## config.mk

```make
export PLATFORM = sky130hd
export DESIGN_NAME = vending_controller_n
export DESIGN_NICKNAME = d
export VERILOG_FILES = /design/src/rtl/vending_controller_n.sv
export SDC_FILE = /design/constraint.sdc
export NUM_CORES = 1
export LEC_CHECK = 0
export CORE_MARGIN = 5
export CORE_UTILIZATION = 52
export CTS_BUF_LIST = sky130_fd_sc_hd__clkbuf_8
export DETAILED_ROUTE_END_ITERATION = 16
export PLACE_DENSITY_LB_ADDON = 0.2
export SYNTH_ARGS = -nofsm -noshare
export SYNTH_HDL_FRONTEND = slang
export SYNTH_SLANG_ARGS = --single-unit
```

## constraint.sdc

```tcl
create_clock -name clk -period 2.5 [get_ports clk]
set_clock_uncertainty 0.05 [all_clocks]
set_input_delay 0.375 -clock clk [delete_from_list [all_inputs] [get_ports clk]]
set_output_delay 0.375 -clock clk [all_outputs]
set_load 0.02 [all_outputs]
```

## src/rtl/vending_controller_n.sv

```systemverilog
// N-product quarter vending controller: per-product prices, saturating credit,
// explicit refund, coin rejection and quarter-at-a-time change return.
module vending_controller_n #(
  parameter int unsigned NUM_PRODUCTS = 4,
  parameter int unsigned CREDIT_W     = 3,
  parameter int unsigned MAX_CREDIT   = 7,
  parameter logic [NUM_PRODUCTS*CREDIT_W-1:0] PRICES = 12'b110_100_011_010
) (
  input  logic                    clk,
  input  logic                    reset,
  input  logic                    quarter_in,
  input  logic [NUM_PRODUCTS-1:0] select,
  input  logic                    refund_req,
  output logic [CREDIT_W-1:0]     credit,
  output logic [NUM_PRODUCTS-1:0] product,
  output logic                    quarter_out,
  output logic                    coin_reject,
  output logic                    busy
);

  localparam logic [CREDIT_W-1:0] MAX_C = CREDIT_W'(MAX_CREDIT);
  localparam logic [CREDIT_W-1:0] ONE_C = CREDIT_W'(1);

  typedef enum logic [1:0] {
    ST_IDLE,
    ST_VEND,
    ST_CHANGE
  } state_e;

  state_e                  state_q, state_d;
  logic [CREDIT_W-1:0]     credit_q, credit_d;
  logic [NUM_PRODUCTS-1:0] product_q, product_d;
  logic                    quarter_out_q, quarter_out_d;
  logic                    coin_reject_q, coin_reject_d;
  logic                    busy_q, busy_d;
  logic [CREDIT_W-1:0]     sel_price;

  // Price of the selected product; only meaningful when select is one-hot.
  always_comb begin
    sel_price = '0;
    for (int i = 0; i < NUM_PRODUCTS; i++) begin
      if (select[i]) sel_price = PRICES[i*CREDIT_W +: CREDIT_W];
    end
  end

  always_comb begin
    state_d       = state_q;
    credit_d      = credit_q;
    product_d     = '0;
    coin_reject_d = 1'b0;

    case (state_q)
      ST_IDLE: begin
        if (quarter_in) begin
          if (credit_q < MAX_C) credit_d = credit_q + ONE_C;
          else                  coin_reject_d = 1'b1;
        end else if (refund_req) begin
          if (credit_q != '0) state_d = ST_CHANGE;
        end else if ($onehot(select) && (credit_q >= sel_price)) begin
          state_d   = ST_VEND;
          credit_d  = credit_q - sel_price;
          product_d = select;
        end
      end
      ST_VEND: begin
        coin_reject_d = quarter_in;
        state_d       = (credit_q != '0) ? ST_CHANGE : ST_IDLE;
      end
      ST_CHANGE: begin
        coin_reject_d = quarter_in;
        // Last quarter leaves with this edge; clamp guards against underflow.
        if (credit_q <= ONE_C) begin
          credit_d = '0;
          state_d  = ST_IDLE;
        end else begin
          credit_d = credit_q - ONE_C;
        end
      end
      default: begin
        state_d  = ST_IDLE;
        credit_d = '0;
      end
    endcase

    busy_d        = (state_d != ST_IDLE);
    quarter_out_d = (state_d == ST_CHANGE);
  end

  always_ff @(posedge clk or negedge reset) begin
    if (!reset) begin
      state_q       <= ST_IDLE;
      credit_q      <= '0;
      product_q     <= '0;
      quarter_out_q <= 1'b0;
      coin_reject_q <= 1'b0;
      busy_q        <= 1'b0;
    end else begin
      state_q       <= state_d;
      credit_q      <= credit_d;
      product_q     <= product_d;
      quarter_out_q <= quarter_out_d;
      coin_reject_q <= coin_reject_d;
      busy_q        <= busy_d;
    end
  end

  assign credit      = credit_q;
  assign product     = product_q;
  assign quarter_out = quarter_out_q;
  assign coin_reject = coin_reject_q;
  assign busy        = busy_q;

endmodule

```

; Word level (Yosys, flattened, before mapping)
; Index checks and enable logic that the tools add are counted.
[totals]
ff_bits = 12
input_bits = 8
output_inout_bits = 10
[classes]
n_lt_le_gt_ge = 3
bitwise_logic = 1
eq_ne = 7
n_addsub = 6
reduce_logical = 6
n_mux = 24
[op_table]
columns = cell, count
row1 = $mux 3, 7
row2 = $mux 2, 8
row3 = $mux 4, 4
row4 = $ne 3x3->1 const B, 3
row5 = $pmux 3 s3, 1
row6 = $pmux 2 s3, 1
row7 = $add 1x1->2, 2
row8 = $eq 2x2->1 const B, 2
row9 = $reduce_and 4->1, 1
row10 = $add 2x2->3, 1
row11 = $add 3x1->3 const B, 1
row12 = $eq 3x1->1 const B, 1
row13 = $ge 3x3->1, 1
row14 = $le 3x1->1 const B, 1
row15 = $lt 3x3->1 const B, 1
row16 = $reduce_bool 3->1, 1
row17 = $sub 3x1->3 const B, 1
row18 = $sub 3x3->3, 1
row19 = $eq 2x1->1 const B, 1
row20 = $logic_not 2->1, 1
row21 = $mux 1, 2
row22 = $pmux 1 s2, 1
row23 = $reduce_bool 2->1, 1
row24 = $reduce_or 2->1, 1
row25 = 2 further kinds, 2

; Logic depth before layout (Yosys ltp)
[depth]
depth_word = 11
depth_mapped = 10

; Worst setup path before layout
; No wires, ideal clock.
[synth_timing]
path_kind = input -> register
from = input port select[0]
to = register credit_q[1] (netlist: credit[1])
cell_stages = 9
slack_ps = -258
t_arrival_ps = 2581
path_cell_list = inv_1 > fa_1 > inv_1 > ha_1 > ha_1 > or4b_4 > o21ai_1 > and2b_1 > mux2_1
[synth_between]
elab_chain_cells = 9
[synth_rtl]
columns = item, line
row1 = from (decl), 12  ; input logic [NUM_PRODUCTS-1:0] select,
row2 = $mux 2 (2 in series), 42  ; if (select[i]) sel_price = PRICES[i*CREDIT_W +: CREDIT_W];
row3 = $mux 3 (2 in series), 42
row4 = $sub 3x3->3, 61  ; credit_d = credit_q - sel_price;
row5 = $mux 3, 59  ; end else if ($onehot(select) && (credit_q >= sel_price)) begin
row6 = $mux 3, 57  ; end else if (refund_req) begin
row7 = $mux 3, 54  ; if (quarter_in) begin
row8 = $pmux 3 s3, 52  ; case (state_q)
row9 = to (signal assigned), 99  ; credit_q <= credit_d;
row10 = to (decl), 31  ; logic [CREDIT_W-1:0] credit_q, credit_d;
; Parallel ways exist; a longest one is shown, timed or not. The select of a mux whose other input is x is not followed.
; A chain may end at the register's enable or synchronous reset.

; Final worst setup path
[layout_timing]
from = input port select[1]
to = register credit_q[2] (netlist: credit[2])
[layout_between]
elab_chain_cells = 8
[layout_rtl]
columns = item, line
row1 = $mux 2, 42
row2 = $mux 3 (2 in series), 42
row3 = $sub 3x3->3, 61
row4 = $mux 3, 59
row5 = $mux 3, 57
row6 = $mux 3, 54
row7 = $pmux 3 s3, 52
; Parallel ways exist; a longest one is shown, timed or not. The select of a mux whose other input is x is not followed.

==> impl_metrics.tcl <==
set metrics [dict create \
    async_flop_share_pct 100 \
    hold_buffers 0 \
    synth-xor-area-share_pct 1.94 \
    synth_compound_area_share_pct 12.9 \
    r2r_start "credit[2]$_DFFE_PN0P_" \
    detailedPlace.worstSlack_ns -0.854 \
    cp-start-kind "primary input" \
    fmax_ghz 0.394 \
    slew_headroom_pct 66.5 \
    synth_edf_count 0 \
    peakVddDrop_mv 0.681 \
    syn_inst 92 \
    p_leak_nw 0.630 \
    fin_crit_ns 2.54 \
    crit_path_top_delay_cell "fa_1" \
    multi_input_comb_area_um2 611 \
    maxCapViolCount 0 \
    synth.mux.area_fraction_pct 3.75 \
    drc 0 \
    crit_fanout 3 \
    powerDensity_nw_per_um2 1070 \
    slowest_delay_ns 0.52 \
    coreArea_um2 1690 \
    synth_simple_gate_area_share_pct 19.2 \
    io_buffer_count 17 \
    hold_viol_final 0 \
    post_drt_wl_per_cell_um 13.7 \
    period_share_pct 102 \
    syn_area_per_cell_um2 9.79 \
    hold_depth 2 \
    report.power.total_w 0.00140 \
    grt_overflow 0 \
    n_antenna_cell 0 \
    yosys_most_used_dff "dfrtp_1" \
    seqCellArea_um2 300 \
    hp-class "in -> reg" \
    cts_buffers 3 \
    crit_path_end_kind "flip-flop" \
    layout-drive-gt1-share_pct 29.4 \
    die_h_um 51.6 \
    synth_top_family_by_area "adder cells" \
    cts_tree "done" \
    synthTopCellsByArea "dfrtp_1 (33%), ha_1 (19%), inv_1 (4.6%)" \
    required_ns 2.57 \
    grt_util_all_layers_pct 17.2 \
    setup_violations 2 \
    cts_sinks 12 \
    synthToLayoutAreaGrowth_pct 46.0 \
    yosysUniqueCellTypes 34 \
    gp_congestion 0.830 \
    grt_pass1_wl_mm 3.40 \
    synthesis.nets 116 \
    clk_latency_ns 0.24 \
    drt-total-wl_mm 1.95 \
    rsz0062_at_grt "yes" \
    path_class "in -> reg" \
    worst_slack_ns -0.0377 \
    rows 15 \
    first_iter_violations 8 \
    via_per_inst 5.44 \
    synth_warnings 0 \
    cts_root_buffer "clkbuf_8" \
    tightestPinTransition_ns 0.501 \
    slew_violations 0 \
    ys_ff_latch 12 \
    vias 778 \
    r2r_cells 6 \
    synth_fa_ha_area_share_pct 23.9 \
    dp_hpwl_mm 1.50 \
    crit_chain "buf_8 -> inv_4 -> fa_1 -> inv_1 -> ha_2 -> ha_4 -> or4b_4 -> o21ai_2 -> and2b_2 -> mux2_4" \
    fin_nets 151 \
    cts_buffer_depth 2 \
    n_fill_cell 113 \
    clk_pin_slew_ns 0.05 \
    startpoint "select[1]" \
    hp-start "select[1]" \
    synth_top_area_share_pct 33.3 \
    grt_max_degree 13 \
    ys_seq_area_share_pct 33.3 \
    arrival_ns 2.61 \
    violations "negative setup slack" \
    grt_antenna_before_repair 0 \
    die_w_um 51.6 \
    die_area_um2 2660 \
    postRouteAntennaNets 0 \
    htree_levels 1 \
    initial_utilization_pct 53.3 \
    status "finished, violations left" \
    io_pins 18 \
    yosysTopAreaCell "dfrtp_1" \
    dr.pass1.iters 3 \
    grt_pass1_vias 815 \
    syn_area_um2 901 \
]
## worst max-delay path, delay by kind of cell
family / cells / cell delay (ns)
compound gates: 1 / 0.17
fa+ha+maj: 3 / 0.91
buf+inv: 3 / 0.14
mux: 1 / 0.30
simple gates: 2 / 0.69
## layout by cell type (no fill, tap or decap), drive strengths merged, types with 2 or more instances in the layout
| cell | netlist | final |
|---|---|---|
| buf | 0 | 17 |
| clkdlybuf4s50 | 0 | 14 |
| ha | 14 | 14 |
| dfrtp | 12 | 12 |
| inv | 11 | 11 |
| nor2 | 6 | 6 |
| a21oi | 6 | 6 |
| and2 | 4 | 4 |
| nand2 | 4 | 4 |
| clkbuf | 1 | 4 |
| o21ai | 4 | 4 |
| mux2 | 3 | 3 |
| nand2b | 2 | 2 |
| nor2b | 2 | 2 |
| o211ai | 2 | 2 |
| fa | 2 | 2 |
| a31oi | 2 | 2 |
## sequential cells by signal, summed over array words and instances (netlist names)
register and count:
credit 3, state_q 2, quarter_out 1, product 4, coin_reject 1, busy 1
## through the flow
stage	cells	instance area [µm²]	hold WS [ns]	setup TNS [ns]	util, %
after floorplan	92	923	0.0294	-0.723	-
after global placement	135	1190	0.593	-8.44	70.2
after detailed placement	135	1190	0.600	-8.77	70.2
after CTS	142	1300	0.297	-0.277	77.2
after global routing	143	1320	0.306	-0.558	77.9
final	143	1320	0.297	-0.0743	77.9
## layer usage
layer	vias up	track usage, %	routed length [µm]
met3	4	4.01	69
li1	383	-	-
met4	0	5.68	31
met1	376	20.1	838
met5	-	0	0
met2	15	30.7	1010
## power breakdown
| part | internal [W] | switching (W) |
|---|---|---|
| logic | 0.000443 | 0.000421 |
| clock network | 0.000139 | 0.0000687 |
| registers | 0.000259 | 0.0000697 |
| total | 0.000841 | 0.000560 |
## Yosys cell counts, types with 2 or more instances
library cell  count
dfrtp_1          12
o21ai_0           2
fa_1              2
and2_1            4
o211ai_1          2
nor2b_1           2
inv_1            11
mux2_1            3
ha_1             14
a21oi_1           6
nand2b_1          2
nand2_1           4
nor2_1            6
o21ai_1           2
## logic make-up after synthesis
family	count (synthesis)
simple gates	29
compound gates	18
fa+ha+maj	16
buf+inv	12
flops	12
mux	3
xor+xnor	2
## final cells by class
class                      instances  share of cell area, %
clock buffer                       4                   4.19
inverter                          11                   3.90
multi-input combinational         68                   46.4
sequential                        12                   22.8
tap                               17                   1.62
timing repair buffer              31                   21.0
## final timing paths
| check | end | slack [ns] |
|---|---|---|
| worst max-delay path | credit[2]$_DFFE_PN0P_ | -0.04 |
| worst min-delay path | product[1]$_DFF_PN0_ | 0.30 |
| worst max register to register | credit[2]$_DFFE_PN0P_ | 0.43 |
| worst min register to register | credit[0]$_DFFE_PN0P_ | 0.61 |
| max in group asynchronous | state_q[1]$_DFF_PN0_ | 1.64 |
| min in group asynchronous | state_q[0]$_DFF_PN0_ | 0.42 |
## timing repair
action	CTS	global route
setup buffers	3	1
pin swaps	7	5
endpoints found under the setup margin	11	10
gates resized for setup	23	1
(Power assumes the default switching activity.)
